`src/rtl/sync_fifo_flags.sv`:
```
// Single-clock FIFO with arbitrary depth, optional first-word-fall-through output,
// fill level, almost-full/almost-empty thresholds, sticky error flags and synchronous flush.
module sync_fifo_flags #(
    parameter int WIDTH      = 8,
    parameter int DEPTH      = 16,
    parameter int FWFT       = 0,
    parameter int AF_THRESH  = DEPTH - 2,
    parameter int AE_THRESH  = 2,
    parameter int ADDR_WIDTH = $clog2(DEPTH),
    parameter int LVL_WIDTH  = $clog2(DEPTH + 1)
) (
    input  logic                 clk,
    input  logic                 rst,
    input  logic                 clr,
    input  logic                 wr_en,
    input  logic [WIDTH-1:0]     din,
    input  logic                 rd_en,
    output logic [WIDTH-1:0]     dout,
    output logic                 full,
    output logic                 empty,
    output logic                 almost_full,
    output logic                 almost_empty,
    output logic [LVL_WIDTH-1:0] level,
    output logic                 overflow,
    output logic                 underflow
);

    localparam logic [LVL_WIDTH-1:0]  DEPTH_LVL = LVL_WIDTH'(DEPTH);
    localparam logic [LVL_WIDTH-1:0]  AF_LVL    = LVL_WIDTH'(AF_THRESH);
    localparam logic [LVL_WIDTH-1:0]  AE_LVL    = LVL_WIDTH'(AE_THRESH);
    localparam logic [LVL_WIDTH-1:0]  LVL_ONE   = LVL_WIDTH'(1);
    localparam logic [ADDR_WIDTH-1:0] PTR_LAST  = ADDR_WIDTH'(DEPTH - 1);
    localparam logic [ADDR_WIDTH-1:0] PTR_ONE   = ADDR_WIDTH'(1);

    logic [WIDTH-1:0]      mem [DEPTH];
    logic [ADDR_WIDTH-1:0] wr_ptr_reg, rd_ptr_reg;
    logic [LVL_WIDTH-1:0]  level_reg;
    logic                  overflow_reg, underflow_reg;

    logic rd_ok, wr_ok, rd_acc, wr_acc;

    assign full         = (level_reg == DEPTH_LVL);
    assign empty        = (level_reg == '0);
    assign almost_full  = (level_reg >= AF_LVL);
    assign almost_empty = (level_reg <= AE_LVL);
    assign level        = level_reg;
    assign overflow     = overflow_reg;
    assign underflow    = underflow_reg;

    // A pop frees a slot in the same cycle, so a write into a full FIFO is legal alongside it.
    assign rd_ok  = rd_en && !empty;
    assign wr_ok  = wr_en && (!full || rd_ok);
    assign rd_acc = rd_ok && !clr;
    assign wr_acc = wr_ok && !clr;

    always_ff @(posedge clk or posedge rst) begin
        if (rst) begin
            wr_ptr_reg    <= '0;
            rd_ptr_reg    <= '0;
            level_reg     <= '0;
            overflow_reg  <= 1'b0;
            underflow_reg <= 1'b0;
        end else if (clr) begin
            wr_ptr_reg    <= '0;
            rd_ptr_reg    <= '0;
            level_reg     <= '0;
            overflow_reg  <= 1'b0;
            underflow_reg <= 1'b0;
        end else begin
            if (wr_acc)
                wr_ptr_reg <= (wr_ptr_reg == PTR_LAST) ? '0 : wr_ptr_reg + PTR_ONE;
            if (rd_acc)
                rd_ptr_reg <= (rd_ptr_reg == PTR_LAST) ? '0 : rd_ptr_reg + PTR_ONE;
            if (wr_acc && !rd_acc)
                level_reg <= level_reg + LVL_ONE;
            else if (rd_acc && !wr_acc)
                level_reg <= level_reg - LVL_ONE;
            if (wr_en && !wr_ok)
                overflow_reg <= 1'b1;
            if (rd_en && !rd_ok)
                underflow_reg <= 1'b1;
        end
    end

    // Storage is deliberately left out of reset so it maps onto plain RAM.
    always_ff @(posedge clk) begin
        if (wr_acc)
            mem[wr_ptr_reg] <= din;
    end

    generate
        if (FWFT != 0) begin : g_fwft
            // Head word shown directly; masked to zero while empty so reset/flush read as 0.
            assign dout = empty ? '0 : mem[rd_ptr_reg];
        end else begin : g_std
            logic [WIDTH-1:0] dout_reg;

            always_ff @(posedge clk or posedge rst) begin
                if (rst)
                    dout_reg <= '0;
                else if (clr)
                    dout_reg <= '0;
                else if (rd_acc)
                    dout_reg <= mem[rd_ptr_reg];
            end

            assign dout = dout_reg;
        end
    endgenerate

endmodule

```
`config.mk`:
```
export PLATFORM = sky130hd
export DESIGN_NAME = sync_fifo_flags
export DESIGN_NICKNAME = d
export VERILOG_FILES = /design/src/rtl/sync_fifo_flags.sv
export SDC_FILE = /design/constraint.sdc
export NUM_CORES = 1
export LEC_CHECK = 0
export CELL_PAD_IN_SITES_DETAIL_PLACEMENT = 1
export CELL_PAD_IN_SITES_GLOBAL_PLACEMENT = 2
export CORE_MARGIN = 2
export CORE_UTILIZATION = 45
export CTS_BUF_LIST = sky130_fd_sc_hd__clkbuf_16
export DETAILED_ROUTE_END_ITERATION = 7
export HOLD_SLACK_MARGIN = 0.1
export PLACE_DENSITY = 0.75
export REMOVE_ABC_BUFFERS = 1
export SYNTH_ARGS = -nofsm -noshare
export SYNTH_HDL_FRONTEND = slang
export SYNTH_SLANG_ARGS = --single-unit
```
`constraint.sdc`:
```
create_clock -name clk -period 4.1 [get_ports clk]
set_input_delay 0.41 -clock clk [delete_from_list [all_inputs] [get_ports clk]]
set_output_delay 0.41 -clock clk [all_outputs]
set_load 0.01 [all_outputs]
```
Yosys cells after proc, flatten, opt, wreduce, memory -nomap -nowiden
Memory sizes are Yosys's and may differ from the RTL's.
Cells that the tools add are included.
Widths: inputs -> output; s select.
Word-level totals
  bits in writable memories: 128
  memories: 1
  word-level logic and storage cells: 55
  output and inout bits: 19
  register bits after elaboration: 23
Memories
  mem: depth 16, width 8, rd ports 1, clocked after memory_dff 0, write ports 1, RTL line 35  | logic [WIDTH-1:0] mem [DEPTH];
Operators by class
  order comparisons: 2
  $add $sub $neg: 4
  equality and inequality tests: 3
  muxes and demuxes: 17
  reductions and logical operators: 22
Operator list (count)
  $mux 4: 6
  $mux 8: 2
  $mux 5: 3
  $add 4x1->4 const B: 2
  $eq 4x4->1 const B: 2
  $logic_and 1x1->1: 8
  $reduce_bool 2->1: 4
  $logic_not 1->1: 7
  $mux 1: 6
  $add 5x1->5 const B: 1
  $eq 5x5->1 const B: 1
  $ge 5x4->1 const B: 1
  $le 5x2->1 const B: 1
  $logic_not 5->1: 1
  $sub 5x1->5 const B: 1
  $reduce_bool 3->1: 1
  $logic_or 1x1->1: 1

Depth between registers and ports, before layout
Gate-level depths: netlist of the first run.
  depth after elaboration: 11
  mapped depth: 11
  gate-level depth less buffers: 9

Worst setup path after synthesis of the first run
Ideal clock, no wire load.
  path kind: register to register
  start point: register level_reg[0] (netlist: level[0])
  end point: register level_reg[4] (netlist: level[4])
  required time: 3.973 ns
  setup slack: 0.865 ns
  arrival time: 3.108 ns
  setup time: 0.127 ns
  cell stages (with the launch flop): 11
  period minus slack after synthesis: 3.235 ns
  path buffers: 1
  cells stage by stage: dfrtp_1 -> or4_1 -> buf_2 -> o21a_1 -> or3_1 -> fa_1 -> a21o_1 -> a21oi_1 -> nand3b_1 -> o2111a_1 -> a311o_2
Between the ends
  word-level cells in the longest chain between the ends: 9
  elaborated cells between the ends (all ways): 19
  those cells by class: 2 x add/sub; 1 x eq/ne; 3 x mux; 13 x reduce/logical
Ends and longest elaborated chain
  start: declaration: RTL line 37  | logic [LVL_WIDTH-1:0] level_reg;
  start signal: assignment: RTL line 75  | level_reg <= level_reg + LVL_ONE;
  start signal: assignment: RTL line 77  | level_reg <= level_reg - LVL_ONE;
  branches (longest 9 deep; another with $sub 5x1->5)
Several ways; the timed one is not identified. The select of a mux whose other input is x is not followed.
A chain may end at the register's enable or synchronous reset.

Worst setup path in the final report of the first run
Ends and elaborated chain as after synthesis.

==> results of run 1 <==
area by class of cell:
class	count	area, um^2	area share
Clock buffer	17	425	0.0583
Multi-Input combinational cell	174	1700	0.233
Clock inverter	15	123	0.0168
Sequential cell	151	4420	0.606
Tap cell	176	220	0.0302
Inverter	9	33.8	0.00463
Timing Repair Buffer	39	370	0.0508
final timing paths:
| path | start | end | slack [ns] | cells after the start |
|---|---|---|---|---|
| hold reg to reg | dout[6] | dout[6] | 0.50 | 1 |
| min in group clk | dout[6] | dout[6] | 0.50 | 1 |
| setup reg to reg | level[0] | level[4] | 0.53 | 9 |
| setup / recovery | level[0] | level[4] | 0.53 | 9 |
| max in group asynchronous | rst | rd_ptr_reg[0] | 2.99 | 2 |
| hold / removal | rst | level[0] | 0.50 | 2 |
per-stage QoR:
step,area (um^2),worst slack [ns]
finish,7290,0.532
global route,7290,0.313
CTS,7290,0.549
detailed placement,6750,0.568
global placement,6750,0.676
floorplan,6150,0.570
cells by family (layout without fill, tap and decap cells):
| kind of cell | Yosys count | after routing | share of synthesized area |
|---|---|---|---|
| AND/OR/NAND/NOR | 65 | 65 | 0.0534 |
| adder cells (fa/ha/maj) | 10 | 10 | 0.0213 |
| multiplexers | 45 | 45 | 0.137 |
| flip-flops | 151 | 151 | 0.709 |
| XOR/XNOR | 4 | 4 | 0.00562 |
| buffers and inverters | 27 | 80 | 0.0177 |
| AO/OA/AOI/OAI | 50 | 50 | 0.0552 |
power groups by stage:
stage               Combinational [mW]  Clock (mW)  Sequential [mW]
floorplan                        0.415           0             1.88
global placement                 0.727           0             1.87
detailed placement               0.744           0             1.87
CTS                              0.749        1.48             1.84
global route                     0.813        1.53             1.85
finish                           0.740        1.45             1.83
per-layer routing:
metal	vias up	global-route usage	share of wire
met5	-	0	0
met4	0	0.0690	0.016
met3	15	0.0393	0.032
met2	52	0.301	0.48
met1	1705	0.284	0.47
li1	1467	-	-
layout by cell type, fill, tap and decap left out, types with 2 or more instances in the layout:
cell / instances
o21ai_0: 4
nand3_1: 4
mux4_2: 32
mux2i_1: 9
clkinv_2: 2
clkbuf_16: 17
a22o_1: 8
edfxtp_1: 128
mux2_2: 4
clkinvlp_4: 3
xnor2_1: 3
clkdlybuf4s50_1: 31
buf_4: 8
nor2b_1: 9
clkinv_1: 6
a211oi_1: 8
ha_1: 9
or4_1: 2
nand2_1: 7
a21oi_1: 20
bufinv_16: 2
inv_1: 11
and2_1: 12
or3_1: 2
dfrtp_1: 22
a311oi_1: 2
nor2_1: 23
==> tab_implementation.tex, run 1 <==
\begin{tabular}{lr}
\hline
Metric & Value \\
\hline
\multicolumn{2}{l}{\textbf{CTS}} \\
Clock sink total & 151 \\
PostCTS Resize Cnt & 0 \\
Library cell used as clock root buffer & clkbuf\_16 \\
Number of buffers inserted by post-CTS setup repair & 0 \\
TritonCTS clock tree & built \\
Clk Latency, worst-skew pair & 0.42 ns \\
Clock input transition at the sequential cells of the worst setup and hold paths & 0.06 ns \\
CTS H-Tree Depth & 4 \\
Maximum clock insertion buffer count & 2 \\
Hold buffers post-CTS & 0 \\
TritonCTS buffer count & 17 \\
\multicolumn{2}{l}{\textbf{Power}} \\
Net switching power of the design & 1.02 mW \\
Clock share of power & 0.361 \\
Cell Pwr Density & 552 nW/um\^{}2 \\
Lkg Pwr & 2.44 nW \\
Combinational power share & 0.184 \\
Design Power & 4.02 mW \\
Switching fraction of total power & 0.254 \\
Internal & 3.00 mW \\
Worst IR drop on VDD & 0.321 mV \\
Fraction of power consumed by sequential logic & 0.456 \\
\multicolumn{2}{l}{\textbf{Final layout}} \\
Antenna diodes & 0 \\
Share of layout cells above drive strength 1 & 0.180 \\
\# nets final & 415 \\
Share of the core filled with cells & 0.544 \\
Filler instances & 1235 \\
Layout-stage area growth over the synthesis result & 17.1\% \\
Number of flip-flops in the largest register & 128 \\
Post-route non-filler standard cell count & 581 \\
\multicolumn{2}{l}{\textbf{Floorplan}} \\
Number of rows created at floorplan & 42 \\
Initial cell density of the core & 0.465 \\
Vertical die dimension & 122 um \\
Num ports & 32 \\
Overall die width & 122 um \\
Core box area & 13400 um\^{}2 \\
Die outline area & 14800 um\^{}2 \\
\multicolumn{2}{l}{\textbf{Critical path}} \\
Critical Path Sink Type & flop \\
Number of buffers and inverters on the critical path & 0 \\
Worst Setup Start Kind & flop \\
Cell type of the slowest stage on the worst timing path & or4\_1 \\
Critical path, cell by cell & or4\_1 -> o21a\_1 -> or3\_1 -> fa\_1 -> a21o\_1 -> a21oi\_1 -> nand3b\_1 -> o2111a\_1 -> a311o\_2 \\
Delay of the slowest cell on the worst path & 0.72 ns \\
Highest net fanout along the worst path & 8 \\
Signal arrival time at the worst endpoint & 3.87 ns \\
Largest delay share family, worst path & simple AND/OR/NAND/NOR gates \\
WP data required & 4.40 ns \\
Class of the most critical setup path & reg2reg \\
\multicolumn{2}{l}{\textbf{Routing}} \\
Total via count in the routed design & 3239 \\
WL final & 13100 um \\
Remaining routing DRC violations & 0 \\
First-iteration detailed-routing DRC count & 245 \\
Remaining number of nets flagged by the antenna check after routing & 0 \\
Count of TritonRoute iterations in the first routing pass & 4 \\
Detail-routed net length per standard cell & 22.5 um \\
Via density per instance & 5.57 \\
\multicolumn{2}{l}{\textbf{Place}} \\
Final RePlAce weighted congestion & 0.723 \\
Total instance count after detailed placement & 549 \\
Placed wire-length estimate after detailed placement & 8680 um \\
Port-buffer cells & 31 \\
\multicolumn{2}{l}{\textbf{Global route}} \\
Largest net degree at the start of global routing & 25 \\
Global-route wire length before repair & 20600 um \\
Antenna violations before repair & 0 \\
GRT Total Usage & 0.197 \\
Total global routing overflow & 0 \\
Via count of the first global-routing pass & 3420 \\
\multicolumn{2}{l}{\textbf{Synthesis}} \\
Total of flip-flops plus latches after synthesis & 151 \\
Most instantiated cells after synthesis & edfxtp\_1 (128), mux4\_2 (32), dfrtp\_1 (23), nor2\_1 (23), a21oi\_1 (20) \\
Ys async rst share & 0.152 \\
Dominant register cell in the synthesized netlist & edfxtp\_1 \\
Largest cells by area after synthesis & edfxtp\_1 (62\%), mux4\_2 (12\%), dfrtp\_1 (9.2\%), ha\_1 (1.8\%), a21oi\_1 (1.6\%) \\
Dominant cell type by area after synthesis & edfxtp\_1 \\
Number of standard cells after synthesis & 352 \\
EDFF count, synth & 128 \\
Average cell area after synthesis & 17.7 um\^{}2 \\
Area share of the largest cell type after synthesis & 0.617 \\
Netlist area before placement & 6230 um\^{}2 \\
Most frequently used cell type in the post-synthesis netlist & edfxtp\_1 \\
Warnings from Yosys & 0 \\
Netlist cell types & 39 \\
Proportion of synthesized chip area in sequential cells & 0.709 \\
\multicolumn{2}{l}{\textbf{Timing}} \\
Maximum clock skew at final layout & 0.0101 ns \\
Setup repair after global routing missed its margin & false \\
Final-layout worst hold slack & 0.496 ns \\
Final Hold Violating Endpoints & 0 \\
Actual transition at the worst max-transition pin & 0.998 ns \\
Setup-failing EPs final & 0 \\
Final Critical Period & 3.57 ns \\
Post-Route Setup TNS & 0 ns \\
Timing-limited maximum frequency & 280 MHz \\
Pins over their slew limit & 0 \\
Final cycle utilization of the critical path & 0.870 \\
Slew HR & 0.335 \\
\multicolumn{2}{l}{\textbf{Outcome}} \\
Status & complete, no violations \\
\multicolumn{2}{l}{\textbf{Min path}} \\
Worst Hold Class & in2async \\
\multicolumn{2}{l}{\textbf{Run}} \\
Number of maximum-capacitance violations & 0 \\
\hline
\end{tabular}
(Power assumes the default switching activity.)
==> run 2, diff against run 1 <==
--- a/config.mk
+++ b/config.mk
@@ -7,11 +7,11 @@
 export LEC_CHECK = 0
 export CELL_PAD_IN_SITES_DETAIL_PLACEMENT = 1
 export CELL_PAD_IN_SITES_GLOBAL_PLACEMENT = 2
+export CORE_ASPECT_RATIO = 1.1
 export CORE_MARGIN = 2
 export CORE_UTILIZATION = 45
 export CTS_BUF_LIST = sky130_fd_sc_hd__clkbuf_16
 export DETAILED_ROUTE_END_ITERATION = 7
-export HOLD_SLACK_MARGIN = 0.1
 export PLACE_DENSITY = 0.75
 export REMOVE_ABC_BUFFERS = 1
 export SYNTH_ARGS = -nofsm -noshare
==> run 2 against run 1 <==
Compared with the run above:
- sequential share of layout area is 0.31 points lower
- sequential power is essentially flat
- clock skew down 0.0014 ns
- cell area up 0.51%
- critical path type unchanged
- critical path depth did not move
- final cell count increased by 1.7%
- power up 1.8%
- first-iteration DRC count up 0.82%
- largest cell class unchanged
- clock power increased by 6%
- maximum frequency increased by 1.5%
- sequential cell count stayed put
- setup slack better by 0.052 ns
==> tab_implementation.tex, run 2 (synthesized netlist as in run 1, its figures left out) <==
\begin{tabular}{lr}
\hline
Metric & Value \\
\hline
\multicolumn{2}{l}{\textbf{Outcome}} \\
Status & complete, no violations \\
\multicolumn{2}{l}{\textbf{Floorplan}} \\
Core box area & 13700 um\^{}2 (+2.1\%) \\
Initial cell density of the core & 0.455 (-0.00957) \\
Number of rows created at floorplan & 45 (+7.1\%) \\
Vertical die dimension & 127 um (+4.7\%) \\
Num ports & 32 (unchanged) \\
Overall die width & 116 um (-4.5\%) \\
Die outline area & 14800 um\^{}2 (about the same) \\
\multicolumn{2}{l}{\textbf{Routing}} \\
Count of TritonRoute iterations in the first routing pass & 4 (unchanged) \\
Via density per instance & 5.58 (about the same) \\
First-iteration detailed-routing DRC count & 247 (+0.82\%) \\
Total via count in the routed design & 3295 (+1.7\%) \\
Detail-routed net length per standard cell & 22.6 um (+0.20\%) \\
Remaining number of nets flagged by the antenna check after routing & 0 (unchanged) \\
Remaining routing DRC violations & 0 (unchanged) \\
WL final & 13300 um (+1.9\%) \\
\multicolumn{2}{l}{\textbf{Critical path}} \\
Signal arrival time at the worst endpoint & 3.82 ns (-0.05 ns) \\
Reg-to-Reg End & level[4] \\
Critical Path Sink Type & flop \\
Class of the most critical setup path & reg2reg \\
Worst Setup Start Kind & flop \\
Cell depth of the worst flop-to-flop path & 9 (unchanged) \\
WP data required & 4.41 ns (about the same) \\
Critical path, cell by cell & or4\_1 -> o21a\_1 -> or3\_1 -> fa\_1 -> a21o\_1 -> a21oi\_1 -> nand3b\_1 -> o2111a\_1 -> a311o\_2 \\
Minimum setup slack among reg-to-reg paths & 0.58 ns (+0.05 ns) \\
Critical R2R Launch & level[0] \\
Delay of the slowest cell on the worst path & 0.73 ns (about the same) \\
Highest net fanout along the worst path & 8 (unchanged) \\
Cell type of the slowest stage on the worst timing path & or4\_1 \\
\multicolumn{2}{l}{\textbf{Final layout}} \\
Number of flip-flops in the largest register & 128 (unchanged) \\
Antenna diodes & 0 (unchanged) \\
Share of the core filled with cells & 0.536 (-0.00846) \\
Most frequent cells in the layout & edfxtp\_1 (128), mux4\_2 (32), clkdlybuf4s50\_1 (31) \\
Filler instances & 1263 (+2.3\%) \\
Commonest non-fill, non-tap cell in the layout & edfxtp\_1 \\
\# nets final & 413 (-0.48\%) \\
Layout-stage area growth over the synthesis result & 17.7\% \\
Share of layout cells above drive strength 1 & 0.194 (+0.0133) \\
\multicolumn{2}{l}{\textbf{Timing}} \\
Actual transition at the worst max-transition pin & 1.09 ns (+0.0954 ns) \\
Post-Route Setup TNS & 0 ns (unchanged) \\
Final cycle utilization of the critical path & 0.858 (-0.0127) \\
Setup-failing EPs final & 0 (unchanged) \\
Slew HR & 0.271 (-0.0636) \\
Maximum clock skew at final layout & 0.00863 ns (-0.00143 ns) \\
Final Hold Violating Endpoints & 0 (unchanged) \\
Timing-limited maximum frequency & 284 MHz (+1.5\%) \\
Pins over their slew limit & 0 (unchanged) \\
Final Critical Period & 3.52 ns (-0.0523 ns) \\
Final-layout worst hold slack & 0.496 ns (-0.0000510 ns) \\
Least setup slack across all paths after layout & 0.584 ns (+0.0523 ns) \\
Setup repair after global routing missed its margin & false \\
\multicolumn{2}{l}{\textbf{Global route}} \\
Total global routing overflow & 0 (unchanged) \\
Largest net degree at the start of global routing & 27 (+8.0\%) \\
Global-route wire length before repair & 20800 um (+0.67\%) \\
Antenna violations before repair & 0 (unchanged) \\
Via count of the first global-routing pass & 3468 (+1.4\%) \\
GRT Total Usage & 0.198 (+0.00154) \\
\multicolumn{2}{l}{\textbf{Power}} \\
Cell Pwr Density & 559 nW/um\^{}2 (+1.3\%) \\
Worst IR drop on VDD & 0.290 mV (-9.7\%) \\
Lkg Pwr & 2.45 nW (+0.45\%) \\
\multicolumn{2}{l}{\textbf{CTS}} \\
Number of buffers inserted by post-CTS setup repair & 0 (unchanged) \\
Clock sink total & 151 (unchanged) \\
CTS H-Tree Depth & 4 (unchanged) \\
Hold buffers post-CTS & 0 (unchanged) \\
TritonCTS buffer count & 17 (unchanged) \\
Maximum clock insertion buffer count & 2 (unchanged) \\
Clk Latency, worst-skew pair & 0.43 ns (about the same) \\
PostCTS Resize Cnt & 0 (unchanged) \\
TritonCTS clock tree & built \\
Clock input transition at the sequential cells of the worst setup and hold paths & 0.06 ns (about the same) \\
Library cell used as clock root buffer & clkbuf\_16 \\
\multicolumn{2}{l}{\textbf{Place}} \\
Port-buffer cells & 31 (unchanged) \\
Final RePlAce weighted congestion & 0.757 (+4.6\%) \\
Post-Place Worst Slack & 0.593 ns (+0.0253 ns) \\
Placed wire-length estimate after detailed placement & 8780 um (+1.1\%) \\
\multicolumn{2}{l}{\textbf{Run}} \\
Number of maximum-capacitance violations & 0 (unchanged) \\
\multicolumn{2}{l}{\textbf{Min path}} \\
Worst Hold Class & in2async \\
\hline
\end{tabular}
==> run 2: worst max-delay path by stage <==
stage / slack (ns) / end / depth (start not counted) / start
2_1_floorplan: 0.57 / level[4] / 9 / level[0]
3_3_place_gp: 0.71 / level[4] / 9 / level[0]
3_5_place_dp: 0.59 / level[4] / 9 / level[0]
4_1_cts: 0.57 / level[4] / 9 / level[0]
5_1_grt: 0.39 / level[4] / 9 / level[0]
6_report: 0.58 / level[4] / 9 / level[0]
==> run 2: layout make-up <==
type,count,area (um^2),area share
Clock buffer,17,425,0.0580
Clock inverter,15,160,0.0218
Inverter,9,33.8,0.00461
Multi-Input combinational cell,174,1700,0.232
Sequential cell,151,4420,0.603
Tap cell,188,235,0.0321
Timing Repair Buffer,37,355,0.0485
==> run 2: worst max-delay path: cells and delay by family (launching register included) <==
kind                     cells  cell delay [ns]
AO/OA/AOI/OAI                5             1.15
adder cells (fa/ha/maj)      1             0.45
flip-flops                   1             0.46
AND/OR/NAND/NOR              3             1.34
==> run 2: through the flow <==
step	instances	area (um^2)	power, mW
2_1_floorplan	334	6150	2.29
3_3_place_gp	559	6750	2.58
3_5_place_dp	559	6750	2.60
4_1_cts	591	7330	4.14
5_1_grt	591	7330	4.27
6_report	591	7330	4.10
==> run 2: routing by layer <==
metal	vias up	track usage	wire, um
met5	-	0	0
met4	0	0.0714	176
met3	14	0.0427	493
met2	65	0.308	6620
met1	1742	0.279	6060
li1	1474	-	-
==> run 2: power by group <==
part | switching, mW | internal, mW | leakage [nW]
sequential | 0.0944 | 1.73 | 1.46
clock | 0.674 | 0.864 | 0.288
combinational | 0.346 | 0.391 | 0.699
total | 1.11 | 2.98 | 2.45
